### src/rtl/prog_rom_loader.sv
// Writable program memory for the TB4004 core: restores a default LED-chaser
// image after reset and accepts a byte-stream reload while the CPU is held.
module prog_rom_loader #(
  parameter int ADDR_W = 4,
  parameter int DATA_W = 8
) (
  input  logic              clock,
  input  logic              reset_n,
  input  logic [ADDR_W-1:0] address,
  output logic [DATA_W-1:0] out,
  output logic              cpu_hold,
  input  logic              load_start,
  input  logic              load_end,
  input  logic [DATA_W-1:0] ld_data,
  input  logic              ld_valid,
  output logic              ld_ready,
  output logic [ADDR_W:0]   ld_count,
  output logic [7:0]        ld_sum,
  output logic [1:0]        dbg_state
);

  localparam int DEPTH = 2 ** ADDR_W;

  localparam logic [1:0] ST_INIT = 2'd0;
  localparam logic [1:0] ST_RUN  = 2'd1;
  localparam logic [1:0] ST_LOAD = 2'd2;

  logic [1:0]        state_q, state_d;
  logic [ADDR_W-1:0] ptr_q, ptr_d;
  logic [DATA_W-1:0] out_q, out_d;
  logic [ADDR_W:0]   count_q, count_d;
  logic [7:0]        sum_q, sum_d;

  logic [DATA_W-1:0] mem [DEPTH];
  logic              mem_we;
  logic [ADDR_W-1:0] mem_waddr;
  logic [DATA_W-1:0] mem_wdata;

  logic [7:0]        img_byte;
  logic [DATA_W-1:0] img_word;
  logic [7:0]        ld_byte;
  logic [31:0]       ptr_ext;
  logic              ptr_last;
  logic              xfer;

  // Default image: LED chaser pattern in the first six words, zeros elsewhere.
  assign ptr_ext = 32'(ptr_q);

  always_comb begin
    img_byte = 8'h00;
    case (ptr_ext)
      32'd0:   img_byte = 8'hB0;
      32'd1:   img_byte = 8'hB1;
      32'd2:   img_byte = 8'hB2;
      32'd3:   img_byte = 8'hB4;
      32'd4:   img_byte = 8'hB8;
      32'd5:   img_byte = 8'hF0;
      default: img_byte = 8'h00;
    endcase
  end

  generate
    if (DATA_W > 8) begin : g_img_wide
      assign img_word = {{(DATA_W-8){1'b0}}, img_byte};
      assign ld_byte  = ld_data[7:0];
    end else if (DATA_W == 8) begin : g_img_eq
      assign img_word = img_byte;
      assign ld_byte  = ld_data;
    end else begin : g_img_narrow
      assign img_word = img_byte[DATA_W-1:0];
      assign ld_byte  = {{(8-DATA_W){1'b0}}, ld_data};
    end
  endgenerate

  assign ptr_last = (ptr_q == {ADDR_W{1'b1}});

  // Handshake: a load byte transfers on a rising edge where ld_valid and
  // ld_ready are both high; ld_ready depends only on state, never on ld_valid.
  assign xfer = ld_valid && ld_ready;

  always_ff @(posedge clock or negedge reset_n) begin
    if (!reset_n) begin
      state_q <= ST_INIT;
      ptr_q   <= '0;
      out_q   <= '0;
      count_q <= '0;
      sum_q   <= '0;
    end else begin
      state_q <= state_d;
      ptr_q   <= ptr_d;
      out_q   <= out_d;
      count_q <= count_d;
      sum_q   <= sum_d;
    end
  end

  // The array has no reset; INIT rewrites every word instead.
  always_ff @(posedge clock) begin
    if (mem_we) begin
      mem[mem_waddr] <= mem_wdata;
    end
  end

  always_comb begin
    state_d   = state_q;
    ptr_d     = ptr_q;
    count_d   = count_q;
    sum_d     = sum_q;
    mem_we    = 1'b0;
    mem_waddr = ptr_q;
    mem_wdata = img_word;
    case (state_q)
      ST_INIT: begin
        mem_we = 1'b1;
        ptr_d  = ptr_q + 1'b1;
        if (ptr_last) begin
          state_d = ST_RUN;
        end
      end
      ST_RUN: begin
        if (load_start) begin
          state_d = ST_LOAD;
          ptr_d   = '0;
          count_d = '0;
          sum_d   = '0;
        end
      end
      ST_LOAD: begin
        mem_wdata = ld_data;
        if (load_start) begin
          // Restart wins over a same-cycle byte and over load_end.
          ptr_d   = '0;
          count_d = '0;
          sum_d   = '0;
        end else begin
          if (xfer) begin
            mem_we  = 1'b1;
            ptr_d   = ptr_q + 1'b1;
            count_d = count_q + 1'b1;
            sum_d   = sum_q + ld_byte;
            if (ptr_last) begin
              state_d = ST_RUN;
            end
          end
          if (load_end) begin
            state_d = ST_RUN;
          end
        end
      end
      default: begin
        state_d = ST_INIT;
        ptr_d   = '0;
      end
    endcase
  end

  always_comb begin
    cpu_hold = (state_q != ST_RUN);
    ld_ready = (state_q == ST_LOAD);
    out_d    = '0;
    if (state_q == ST_RUN) begin
      out_d = mem[address];
    end
  end

  assign out       = out_q;
  assign ld_count  = count_q;
  assign ld_sum    = sum_q;
  assign dbg_state = state_q;

endmodule

### config.mk
export PLATFORM = sky130hd
export DESIGN_NAME = prog_rom_loader
export DESIGN_NICKNAME = d
export VERILOG_FILES = /design/src/rtl/prog_rom_loader.sv
export SDC_FILE = /design/constraint.sdc
export NUM_CORES = 1
export LEC_CHECK = 0
export CAP_MARGIN = 30
export CORE_ASPECT_RATIO = 1.75
export CORE_MARGIN = 1.5
export CORE_UTILIZATION = 45
export DETAILED_ROUTE_END_ITERATION = 10
export PLACE_DENSITY_LB_ADDON = 0.3
export SYNTH_ARGS = -nofsm -noshare
export SYNTH_HDL_FRONTEND = slang
export SYNTH_SLANG_ARGS = --single-unit
### constraint.sdc
create_clock -name clock -period 6.9 [get_ports clock]
set_input_delay 1.38 -clock clock [delete_from_list [all_inputs] [get_ports clock]]
set_output_delay 1.38 -clock clock [all_outputs]
set_load 0.05 [all_outputs]
# Word-level counts from Yosys, hierarchy flattened
# Memories as Yosys holds them, arrays and structs flattened.
# Cells that the tools add are included.
[word_totals] rom_bits=0 memories=1 register_bits=27 word_cells=55 latchBits=0 ramBits=128 inputBits=17
[mem_list] memory="mem" depth=16 width=8 rd=1 rd_ports_with_merged_regs=0 wr=1 line="34" text="logic [DATA_W-1:0] mem [DEPTH];"
[op_classes] n_eq_ne=13 add_sub_neg=3 magnitude_cmp=0 n_div=0 shifts=0 reduce_logical=7 mul=0 bitwise_logic=0 mux=26
[op_table] op="case mux 8 bit (6 select lines)" count=1
[op_table] op="2-to-1 mux 8 bit" count=5
[op_table] op="zero test 32 bit" count=1
[op_table] op="case mux 8 bit (2 select lines)" count=1
[op_table] op="2-to-1 mux 5 bit" count=3
[op_table] op="2-to-1 mux 4 bit" count=3
[op_table] op="case mux 4 bit (3 select lines)" count=1
[op_table] op="2-to-1 mux 2 bit" count=5
[op_table] op="case mux 5 bit (2 select lines)" count=1
[op_table] op="adder 8 bit" count=1
[op_table] op="equality test 4 x 2 -> 1 bit, second input constant" count=2
[op_table] op="equality test 4 x 3 -> 1 bit, second input constant" count=2
[op_table] op="!= test 3 x 2 -> 1 bit, second input constant" count=2
[op_table] op="case mux 2 bit (3 select lines)" count=1
[op_table] op="AND reduction 3 bit" count=2
[op_table] op="adder 5 x 1 -> 5 bit, second input constant" count=1
[op_table] op="adder 4 x 1 -> 4 bit, second input constant" count=1
[op_table] op="equality test 4 x 1 -> 1 bit, second input constant" count=1
[op_table] op="equality test 4 bit, second input constant" count=1
[op_table] op="2-to-1 mux 1 bit" count=4
[op_table] op="!= test 2 bit, second input constant" count=2
[op_table] op="equality test 2 x 1 -> 1 bit, second input constant" count=1
[op_table] op="equality test 2 bit, second input constant" count=1
[op_table] op="zero test 2 bit" count=1
[op_table] op="5 further kinds" count=5

# Logic depth before layout (Yosys ltp)
# Gate-level depths: netlist of the first run.
[depth] depth_word=7 ltp_mapped=8 ltp_nobuf=7

# Worst setup path after synthesis of the first run
# Ideal clock, no wire load.
[synth_path] path_kind="register to register" start="reg state_q[1] (netlist: dbg_state[1])" end="mem mem[0][0] (enable)" setup_time_ns=0.383 n_path_buf=2 required_ns=6.517 t_arrival_ns=2.704 path_slack_ns=3.812 stages_incl_launch_ff=8 cell_sequence="dfrtp_1 ha_1 buf_2 and2b_1 buf_4 a21o_1 nand2_1 nor3_1"
[synth_via] elab_chain_len=7 elab_cells_between_ends=8 cone_classes="eq/ne (1); mux (5); reduce/logical (2)"
[synth_rtl] element="start: declaration" line="28" text="logic [1:0] state_q, state_d;"
[synth_rtl] element="start signal: assignment" line="89" text="state_q <= state_d;"
[synth_rtl] element="equality test 2 bit (*)" line="159" text="ld_ready = (state_q == ST_LOAD);"
[synth_rtl] element="via ld_ready" line="16" text="output logic ld_ready,"
[synth_rtl] element="logical AND 1 bit" line="79" text="assign xfer = ld_valid && ld_ready;"
[synth_rtl] element="2-to-1 mux 1 bit" line="136" text="if (xfer) begin"
[synth_rtl] element="2-to-1 mux 1 bit" line="130" text="if (load_start) begin"
[synth_rtl] element="case mux 1 bit (2 select lines) (*)" line="112" text="case (state_q)"
[synth_rtl] element="2-to-1 mux 1 bit (*)" line="99" text="if (mem_we) begin"
[synth_rtl] element="2-to-1 mux 1 bit (not written as such) (*)" line="100" text="mem[mem_waddr] <= mem_wdata;"
[synth_rtl] element="end: declaration" line="34"
# The timed path passes the listed nets; every way through them passes the cells marked *.

# Final worst setup path of the first run
[layout_path] start="reg state_q[0] (netlist: dbg_state[0])" end="out ld_ready"
[layout_via] elab_chain_len=1
[layout_rtl] element="equality test 2 bit" line="159"
[layout_rtl] element="end: declaration" line="16"
# Every way passes these cells.

==> results.json, run 1 <==
{
  "outcome": "completed",
  "cts_tree": "yes",
  "cts_hold_buf": 0,
  "final.setup.worst_slack_ps": 3010,
  "synth_top_area_frac": 0.567,
  "wirelength_um": 14000,
  "routabilityCongestion": 0.853,
  "grt_util_all_layers": 0.193,
  "htree_levels": 4,
  "hold_violations": 0,
  "num_rows": 59,
  "ant_nets": 0,
  "die_w_um": 95.8,
  "synthFlopType": "edfxtp_1",
  "power.total_w": 0.00330,
  "internal-power_w": 0.00223,
  "gr-usage-met1": 0.207,
  "max-cap-violations": 0,
  "period_share": 0.563,
  "synth_edf_count": 128,
  "cp_top_family": "buffers and inverters",
  "crit_slowest_cell": "clkdlybuf4s50_1",
  "critPathCaptureType": "output pin",
  "post_cts_buffers": 0,
  "period_needed_ps": 3890,
  "ys_types": 45,
  "clk_pin_slew_ps": 60,
  "grt.met3_usage": 0.0403,
  "utilization": 0.541,
  "clock_path_buffers": 2,
  "grt_max_degree": 33,
  "numPortBuffers": 41,
  "core_region_area_mm2": 0.0148,
  "yosys.cell_count.top_type": "edfxtp_1",
  "cp.required_ps": 5520,
  "viasPerCell": 5.76,
  "p_sw_w": 0.00107,
  "cts_resized": 0,
  "grt_first_pass_wirelength_um": 21700,
  "switching_share": 0.325,
  "rsz0062_at_grt": "no",
  "pre_cts_slack_ps": 2880,
  "synth_area_per_cell_um2": 16.8,
  "drtPass1Iterations": 4,
  "drc": 0,
  "drt_first_iter_violations": 242,
  "vias": 3753,
  "syn_area_mm2": 0.00678,
  "worstHoldPathType": "flip-flop to flip-flop",
  "p_leak_nw": 2.92,
  "synth_warnings": 0,
  "report.final.setup_viol": 0,
  "layout-drive-gt1-share": 0.120,
  "syn_to_final_growth_pct": 17.8,
  "synth_mux_area_frac": 0.147,
  "hold_ws_ps": 523,
  "crit_path_max_incr_delay_ps": 930,
  "cts-root-buf": "clkbuf_16",
  "ys_seq_elements": 155,
  "crit_chain": "inv_1 -> ha_1 -> clkdlybuf4s50_1",
  "synth-compound-area-share": 0.0640,
  "synth.area.top_cells": "edfxtp_1 57%, dfrtp_1 10%, mux4_1 9.7%",
  "synth.largest_area_cell": "edfxtp_1",
  "hpwl_um": 9710,
  "clock_sinks": 155,
  "synthTopCellsByCount": "128 x edfxtp_1, 31 x nand2_1, 27 x dfrtp_1",
  "path_class": "flip-flop to output pin",
  "fp.dieH_um": 165,
  "nFillCells": 1183,
  "peakVddDrop_mv": 0.192,
  "globalRoute.busiestLayer": "met2",
  "clk_latency_ps": 410,
  "final_nets": 490,
  "max_freq_mhz": 257,
  "p_per_area_mw_per_mm2": 413,
  "synth_adder_area_share": 0.0325,
  "syn_inst": 403,
  "yosysSeqAreaShare": 0.667,
  "synth_xor_area_frac": 0.00646,
  "syn_nets": 437,
  "diodes": 0,
  "crit_arrival_ps": 2510,
  "cts-buffers-inserted": 17,
  "tightest_slew_ps": 986,
  "overflow": 0,
  "p_clk_frac": 0.294,
  "power_frac_comb": 0.284,
  "max_slew_margin": 0.341,
  "groute.layer.met2.usage": 0.343,
  "maxSlewViolCount": 0,
  "tns_ps": 0,
  "routedWlPerCell_um": 21.5,
  "worst-path-buf-inv": 2,
  "antenna_found_initial": 0,
  "seqPwrFrac": 0.422,
  "first_global_vias": 3970,
  "crit_path_max_fanout": 21,
  "ios": 42,
  "synth_top_family_by_area": "multiplexers",
  "cp-start-kind": "flip-flop",
  "initial_utilization": 0.459,
  "finClkSkew_ps": 9.81,
  "async_flop_share": 0.174,
  "die_area_mm2": 0.0158,
  "synth_simple_gate_area_frac": 0.0626
}
## cell type report
class / instances / area (um2) / area share
Sequential cell: 155 / 4520 / 0.566
Multi-Input combinational cell: 224 / 2120 / 0.265
Timing Repair Buffer: 52 / 480 / 0.0601
Clock buffer: 17 / 425 / 0.0532
Tap cell: 183 / 229 / 0.0287
Clock inverter: 14 / 195 / 0.0244
Inverter: 6 / 22.5 / 0.00282
## power groups by stage
| stage | combinational, W | sequential [W] | clock [W] |
|---|---|---|---|
| floorplan | 0.000510 | 0.00150 | 0 |
| global placement | 0.000895 | 0.00141 | 0 |
| detailed placement | 0.000930 | 0.00141 | 0 |
| CTS | 0.000935 | 0.00139 | 0.000985 |
| global route | 0.00102 | 0.00141 | 0.00102 |
| finish | 0.000937 | 0.00139 | 0.000970 |
## logic make-up after synthesis
kind of cell / after synthesis
simple gates: 87
xor+xnor: 5
buf+inv: 24
mux: 50
compound gates: 65
fa+ha+maj: 17
flops: 155
## registers in the layout, summed over array words and instances, names as in the netlist
signal     flops
ld_sum         8
dbg_state      2
mem_waddr      4
mem          128
out            8
ld_count       5
## tightest hold or removal path, stage by stage, from the launching register on
cell and delay, ps:
dfrtp_1 380, nand2_1 60, o31ai_1 60
## layer usage
metal	part of all wire	wire [um]
met4	0.040	558
met2	0.56	7810
met5	0	0
met3	0.038	538
met1	0.36	5100
## layout by cell type (no fill, tap or decap), types with 2 or more instances in the layout
cell type,n
edfxtp_1,128
clkdlybuf4s50_1,40
nand2_1,31
dfrtp_1,27
mux4_1,25
o21ai_0,20
nor2_1,19
mux2i_1,17
clkbuf_16,17
ha_1,16
nor3_1,9
nand2b_1,8
o22ai_1,8
mux4_2,7
a21o_1,7
buf_4,7
inv_1,6
a21oi_1,6
nand3_1,5
a22o_1,5
a211oi_1,5
o31ai_1,4
nor2b_1,4
bufinv_16,4
buf_2,4
xnor2_1,3
o21bai_1,3
inv_6,3
clkinv_4,3
or2_2,2
and2_1,2
a221oi_1,2
xor2_1,2
clkinvlp_4,2
clkinv_1,2
## worst paths after layout
check | from | slack [ps] | end | cells past startpoint
worst max-delay path | dbg_state[0] | 3010 | ld_ready | 3
worst min-delay path | ld_sum[3] | 520 | ld_sum[3] | 2
worst max register to register | dbg_state[0] | 3820 | mem[5][4] | 6
worst min register to register | ld_sum[3] | 520 | ld_sum[3] | 2
max in group asynchronous | reset_n | 5260 | ld_sum[1] | 2
min in group asynchronous | reset_n | 1340 | ld_count[2] | 2
## through the flow
stage,cell area (um2),cells
after global placement,7350,616
after CTS,7980,649
after detailed placement,7360,618
after floorplan,6780,403
after global routing,7990,651
final,7990,651
Note: power is estimated with default switching activity, not from simulation.
==> run 2: changes to the inputs <==
- clock period: 6.9 -> 3.3 ns (I/O delays scaled with it)
==> results.json, run 2 (same netlist as run 1, synthesis figures left out) <==
{
  "clock_path_buffers": 2,
  "outcome": "completed",
  "path_class": "flip-flop to output pin",
  "max_freq_mhz": 344,
  "numPortBuffers": 41,
  "first_global_vias": 3940,
  "overflow": 0,
  "cp.required_ps": 2640,
  "worstHoldPathType": "flip-flop to flip-flop",
  "switching_share": 0.329,
  "hpwl_um": 9430,
  "layout-drive-gt1-share": 0.149,
  "final_cell_mix": "128 x edfxtp_1, 40 x clkdlybuf4s50_1, 31 x nand2_1",
  "htree_levels": 4,
  "period_needed_ps": 2910,
  "rsz0062_at_grt": "no",
  "ios": 42,
  "diodes": 0,
  "wirelength_um": 13700,
  "cts_hold_buf": 0,
  "initial_utilization": 0.459,
  "max-cap-violations": 0,
  "cts_tree": "yes",
  "final_common_cell": "edfxtp_1",
  "max_slew_margin": 0.566,
  "p_sw_w": 0.00221,
  "p_leak_nw": 2.99,
  "post_dp_cell_area_mm2": 0.00750,
  "vias": 3761,
  "design_area_mm2": 0.00807,
  "cp-start-kind": "flip-flop",
  "final.setup.worst_slack_ps": 392,
  "drtPass1Iterations": 4,
  "grt_util_all_layers": 0.190,
  "top_register": "mem",
  "crit_path_max_fanout": 6,
  "tns_ps": 0,
  "seqPwrFrac": 0.434,
  "clk_latency_ps": 410,
  "fp.dieH_um": 165,
  "p_clk_frac": 0.272,
  "cts_resized": 0,
  "period_share": 0.881,
  "pre_cts_slack_ps": 578,
  "report.final.setup_viol": 0,
  "grt_max_degree": 33,
  "routabilityCongestion": 0.857,
  "largest_register_ffs": 128,
  "routedWlPerCell_um": 20.5,
  "viasPerCell": 5.64,
  "core_region_area_mm2": 0.0148,
  "power_frac_comb": 0.294,
  "antenna_found_initial": 0,
  "drc": 0,
  "cts-buffers-inserted": 17,
  "maxSlewViolCount": 0,
  "p_per_area_mw_per_mm2": 831,
  "clock_sinks": 155,
  "holdPathStages": 2,
  "internal-power_w": 0.00450,
  "clk_pin_slew_ps": 60,
  "syn_to_final_growth_pct": 19.1,
  "die_w_um": 95.8,
  "final_nets": 505,
  "peakVddDrop_mv": 0.637,
  "cts-root-buf": "clkbuf_16",
  "ant_nets": 0,
  "drt_first_iter_violations": 209,
  "hold_violations": 0,
  "die_area_mm2": 0.0158,
  "finClkSkew_ps": 7.97,
  "post_cts_buffers": 0,
  "num_rows": 59,
  "crit_arrival_ps": 2250,
  "critPathCaptureType": "output pin",
  "grt_first_pass_wirelength_um": 21400,
  "tightest_slew_ps": 650,
  "reg2reg_depth": 8
}
-- run 2: cell types whose count changed in the layout (fill, tap and decap cells not counted), moves of 2 or more --
cell / delta
bufinv_16: -4
clkbuf_8: +2
clkbuf_16: +2
clkinv_1: -2
clkinv_2: +4
buf_2: -3
buf_4: +18
inv_6: -2
clkbuf_1: +2
-- run 2: per-layer routing --
layer	up-vias	track usage	part of all wire
li1	1739	-	-
met1	1900	0.212	0.38
met2	102	0.337	0.55
met3	20	0.0371	0.033
met4	0	0.0949	0.033
met5	-	0	0
-- run 2: area by class of cell --
class	count	area (um2)
clock buffer	23	510
clock inverter	9	61.3
tap	183	229
inverter	6	22.5
sequential	155	4520
fill	1176	6690
timing repair buffer	67	613
multi-input combinational	224	2120
-- run 2: stage by stage --
stage	cells	hold slack [ps]	power [W]	util
final	667	539	0.00671	0.547
after global routing	667	575	0.00703	0.547
after CTS	667	548	0.00677	0.547
after detailed placement	635	527	0.00493	0.508
after global placement	635	505	0.00485	0.508
after floorplan	403	364	0.00421	-
-- run 2: path summary, 6_finish.rpt --
kind                              start     endpoint  slack, ps
min in group asynchronous       reset_n  ld_count[1]        630
hold reg to reg               ld_sum[2]    ld_sum[2]        540
hold / removal                ld_sum[2]    ld_sum[2]        540
setup reg to reg           dbg_state[0]    mem[0][6]        880
max in group asynchronous       reset_n    ld_sum[1]       2380
setup / recovery           dbg_state[1]     cpu_hold        390
-- run 2: power by group through the flow --
| stage | sequential (W) | combinational (W) | clock (W) |
|---|---|---|---|
| finish | 0.00291 | 0.00197 | 0.00183 |
| global route | 0.00294 | 0.00214 | 0.00194 |
| CTS | 0.00291 | 0.00199 | 0.00187 |
| detailed placement | 0.00295 | 0.00198 | 0 |
| global placement | 0.00294 | 0.00191 | 0 |
| floorplan | 0.00314 | 0.00107 | 0 |
-- run 2: worst max-delay path, stage by stage, from the launching register on --
cell	delay, ps
dfrtp_1	430
inv_1	80
ha_1	320
inv_1	180
clkdlybuf4s50_1	820
==> run 3: changes to the inputs <==
- MAX_ROUTING_LAYER: default -> met4
==> results.json, run 3 (same netlist as run 1, synthesis figures left out) <==
{
  "power_frac_comb": 0.294,
  "max_slew_margin": 0.552,
  "top_register": "mem",
  "cp-start-kind": "flip-flop",
  "num_rows": 59,
  "crit_arrival_ps": 2250,
  "holdPathStages": 2,
  "drt_first_iter_violations": 215,
  "grt_first_pass_wirelength_um": 21400,
  "maxSlewViolCount": 0,
  "cts_resized": 0,
  "worstHoldPathType": "flip-flop to flip-flop",
  "period_needed_ps": 2910,
  "rrSetupSlack_ps": 920,
  "critPathCaptureType": "output pin",
  "cts-root-buf": "clkbuf_16",
  "hold_violations": 0,
  "grt_util_all_layers": 0.195,
  "clock_sinks": 155,
  "wirelength_um": 13600,
  "cts-buffers-inserted": 17,
  "ant_nets": 0,
  "p_per_area_mw_per_mm2": 830,
  "initial_utilization": 0.459,
  "peakVddDrop_mv": 0.633,
  "p_clk_frac": 0.272,
  "ios": 42,
  "htree_levels": 4,
  "pre_cts_slack_ps": 578,
  "diodes": 0,
  "final_cell_mix": "128 x edfxtp_1, 40 x clkdlybuf4s50_1, 31 x nand2_1",
  "finClkSkew_ps": 6.62,
  "drtPass1Iterations": 4,
  "cts_hold_buf": 0,
  "clock_path_buffers": 2,
  "routabilityCongestion": 0.870,
  "die_w_um": 95.8,
  "report.final.setup_viol": 0,
  "switching_share": 0.328,
  "clk_pin_slew_ps": 60,
  "first_global_vias": 3945,
  "period_share": 0.881,
  "numPortBuffers": 41,
  "max_freq_mhz": 344,
  "internal-power_w": 0.00450,
  "max-cap-violations": 0,
  "p_leak_nw": 2.99,
  "final.setup.worst_slack_ps": 392,
  "post_dp_cell_area_mm2": 0.00750,
  "routedWlPerCell_um": 20.4,
  "outcome": "completed",
  "rsz0062_at_grt": "no",
  "post_cts_buffers": 0,
  "p_sw_w": 0.00220,
  "reg2reg_depth": 8,
  "die_area_mm2": 0.0158,
  "viasPerCell": 5.62,
  "core_region_area_mm2": 0.0148,
  "final_common_cell": "edfxtp_1",
  "path_class": "flip-flop to output pin",
  "seqPwrFrac": 0.434,
  "tns_ps": 0,
  "antenna_found_initial": 0,
  "hpwl_um": 9430,
  "vias": 3747,
  "design_area_mm2": 0.00807,
  "drc": 0,
  "layout-drive-gt1-share": 0.149,
  "final_nets": 505,
  "crit_path_max_fanout": 6,
  "overflow": 0,
  "largest_register_ffs": 128,
  "syn_to_final_growth_pct": 19.1,
  "cts_tree": "yes",
  "fp.dieH_um": 165,
  "clk_latency_ps": 410,
  "grt_max_degree": 33,
  "tightest_slew_ps": 671,
  "cp.required_ps": 2640
}
[run 3: cell counts in the layout (fill, tap and decap cells not counted)]
Identical to the previous run, type by type.
[run 3: power groups by stage]
stage          clock network, W  registers, W  logic, W
2_1_floorplan                 0       0.00314   0.00107
4_1_cts                 0.00187       0.00291   0.00199
6_report                0.00182       0.00291   0.00197
5_1_grt                 0.00194       0.00294   0.00214
3_3_place_gp                  0       0.00294   0.00191
3_5_place_dp                  0       0.00295   0.00198
[run 3: per-stage QoR]
step / cells / util / total power [W] / hold slack, ps
floorplan: 403 / - / 0.00421 / 364
global placement: 635 / 0.508 / 0.00485 / 505
detailed placement: 635 / 0.508 / 0.00493 / 527
CTS: 667 / 0.547 / 0.00677 / 548
global route: 667 / 0.547 / 0.00703 / 575
finish: 667 / 0.547 / 0.00670 / 539
[run 3: layer usage]
layer  track usage  vias to the layer above  wire length, um
li1              -                     1742                -
met1         0.211                     1886             5150
met5             -                        -                0
met3        0.0330                       22              445
met2         0.339                       97             7600
met4        0.0989                        0              411
[run 3: critical path: stages (launching register included)]
cell             delay, ps
dfrtp_1                430
inv_1                   80
ha_1                   320
inv_1                  180
clkdlybuf4s50_1        830
[run 3: worst paths after layout]
check | start | endpoint
setup / recovery | dbg_state[1] | cpu_hold
min in group asynchronous | reset_n | ld_count[1]
hold / removal | ld_sum[2] | ld_sum[2]
max in group asynchronous | reset_n | ld_sum[1]
setup reg to reg | dbg_state[0] | mem[0][6]
hold reg to reg | ld_sum[2] | ld_sum[2]
[run 3: final cells by class]
| cell class | count | area, um2 |
|---|---|---|
| tap | 183 | 229 |
| sequential | 155 | 4520 |
| multi-input combinational | 224 | 2120 |
| fill | 1176 | 6690 |
| clock buffer | 23 | 510 |
| clock inverter | 9 | 61.3 |
| timing repair buffer | 67 | 613 |
| inverter | 6 | 22.5 |
==> variant, RTL diff (flow settings as in run 3) <==
Take the reset off `sum_q` and load it in a clocked block of its own.
--- a/src/rtl/prog_rom_loader.sv
+++ b/src/rtl/prog_rom_loader.sv
@@ -84,14 +84,16 @@
       ptr_q   <= '0;
       out_q   <= '0;
       count_q <= '0;
-      sum_q   <= '0;
     end else begin
       state_q <= state_d;
       ptr_q   <= ptr_d;
       out_q   <= out_d;
       count_q <= count_d;
-      sum_q   <= sum_d;
     end
+  end
+
+  always_ff @(posedge clock) begin
+    sum_q <= sum_d;
   end
 
   // The array has no reset; INIT rewrites every word instead.
Formal check against the unedited RTL: no difference found for any inputs over 10 cycles, from zero or initial values and one cycle with reset_n low; that may be too few to reach the edited logic, so the function may still have changed.
==> variant against run 3 <==
- maximum frequency is 3.9% higher
- count of clock-buffer cells in the layout is 6 lower
- largest cell class unchanged
- sequential cell count stayed put
- die area is 0.79% lower
- highest routed layer unchanged
- synthesized area is 0.81% lower
- setup slack better by 0.11 ns
- via count is 3.8% higher
- global-route usage is 1.2 points higher
- wire length is 7.2% higher
- design area is 1.6% lower
- total power is 1.1% higher
==> variant: results (changes against run 3) <==
{| class="wikitable"
! Metric !! Value
|-
| Final HPWL from detailed placement || 10800 um (+15%)
|-
| Endpoint of the worst setup timing path || ld_ready
|-
| Met2 Track Usage GR || 0.379 (+0.0401)
|-
| Period utilization || 0.848 (-0.0334)
|-
| DRC violation total after the first TritonRoute iteration || 265 (+23%)
|-
| Total detailed-routing wirelength || 14600 um (+7.2%)
|-
| Fraction of final layout cells sized beyond drive strength 1 || 0.156 (+0.00680)
|-
| Adder-Cell Fraction of Synth Area || 0.0327 (+0.000266)
|-
| Weighted congestion reported at the end of routability-driven placement || 0.879 (+0.93%)
|-
| Number of standard cells after synthesis || 424 (+5.2%)
|-
| Maximum vdd ir drop || 0.526 mV (-17%)
|-
| Fraction of the yosys area taken by sequential cells || 0.678 (+0.0114)
|-
| Dominant cells by area after synthesis || sky130_fd_sc_hd__edfxtp_1 61%, sky130_fd_sc_hd__mux4_2 8.7%, sky130_fd_sc_hd__dfrtp_1 7.1%
|-
| Post-route met1 wirelength || 5130 um (-0.41%)
|-
| Maximum cell stage delay along the critical path || 0.87 ns (+0.04 ns)
|-
| Ys async rst share || 0.123 (-0.0516)
|-
| Met3 usage in global routing || 0.0336 (+0.000643)
|-
| Total routing resource utilization after global routing || 0.207 (+0.0121)
|-
| Unique cell type count in the Yosys netlist || 48 (+6.7%)
|-
| Vias in the first global route || 4003 (+1.5%)
|-
| Wire length on met2 || 8440 um (+11%)
|-
| Setup Skew || 0.00813 ns (+0.00151 ns)
|-
| End of the worst register-to-register path || mem[3][0]
|-
| Normalized max-slew margin || 0.502 (-0.0508)
|-
| Final nets || 516 (+2.2%)
|-
| Run status || finished, final reports clean
|-
| Number of enable flip-flop cells after synthesis || 136 (+6.3%)
|-
| Maximum number of pins on one net before global-route repair || 30 (-9.1%)
|-
| Vias || 3888 (+3.8%)
|-
| Leakage power of the design || 2.78 nW (-7.1%)
|-
| Number of placed instances, taps included || 646 (+1.7%)
|-
| Highest fanout seen on the critical path || 9 (+3)
|-
| WL met3 || 575 um (+29%)
|-
| Wire length of the first global-routing pass || 22300 um (+4.4%)
|-
| Post-layout instance count excluding filler cells || 678 (+1.6%)
|-
| Number of filler cells placed in the layout || 1196 (+1.7%)
|-
| Mux cell area share after synthesis || 0.0993 (-0.0475)
|-
| Area after DPL || 0.00740 mm^2 (-1.4%)
|-
| Synthesized-area fraction occupied by xor and xnor cells || 0.00130 (-0.00516)
|}
[variant: cell count changes after synthesis, moves of 8 or more]
cell | run 3 | this run
sky130_fd_sc_hd__inv_1 | 6 | 14
sky130_fd_sc_hd__a211oi_1 | 5 | 13
sky130_fd_sc_hd__edfxtp_1 | 128 | 136
sky130_fd_sc_hd__nand2_1 | 31 | 20
sky130_fd_sc_hd__mux4_1 | 25 | 0
sky130_fd_sc_hd__dfrtp_1 | 27 | 19
sky130_fd_sc_hd__mux4_2 | 7 | 26
sky130_fd_sc_hd__mux2i_1 | 17 | 6
sky130_fd_sc_hd__nor2b_1 | 4 | 19
[variant: report_power, final]
group,internal (W),switching (W),total (W)
combinational,0.000636,0.00144,0.00208
clock,0.000971,0.000790,0.00176
sequential,0.00280,0.000143,0.00294
total,0.00441,0.00237,0.00678
[variant: cell type report]
class | instances | area (um^2) | share of cell area
clock buffers | 17 | 425 | 0.0536
clock inverters | 15 | 116 | 0.0147
inverters | 15 | 56.3 | 0.00709
multi-input cells | 236 | 2020 | 0.254
flip-flops and latches | 155 | 4560 | 0.574
well taps | 183 | 229 | 0.0288
repair buffers | 57 | 538 | 0.0677
[variant: cells by family after synthesis]
logic type | after synthesis
AND/OR/NAND/NOR | 103
AO/OA/AOI/OAI | 81
buffers and inverters | 33
XOR/XNOR | 1
multiplexers | 34
flip-flops | 155
adder cells (fa/ha/maj) | 17
[variant: worst min-delay path by stage]
stage              endpoint  slack, ns   startpoint
2_1_floorplan  dbg_state[0]       0.36      reset_n
3_3_place_gp    ld_count[4]       0.53  ld_count[4]
3_5_place_dp    ld_count[0]       0.53  ld_count[0]
4_1_cts         ld_count[0]       0.54  ld_count[0]
5_1_grt         ld_count[4]       0.57  ld_count[4]
6_report        ld_count[0]       0.53  ld_count[0]
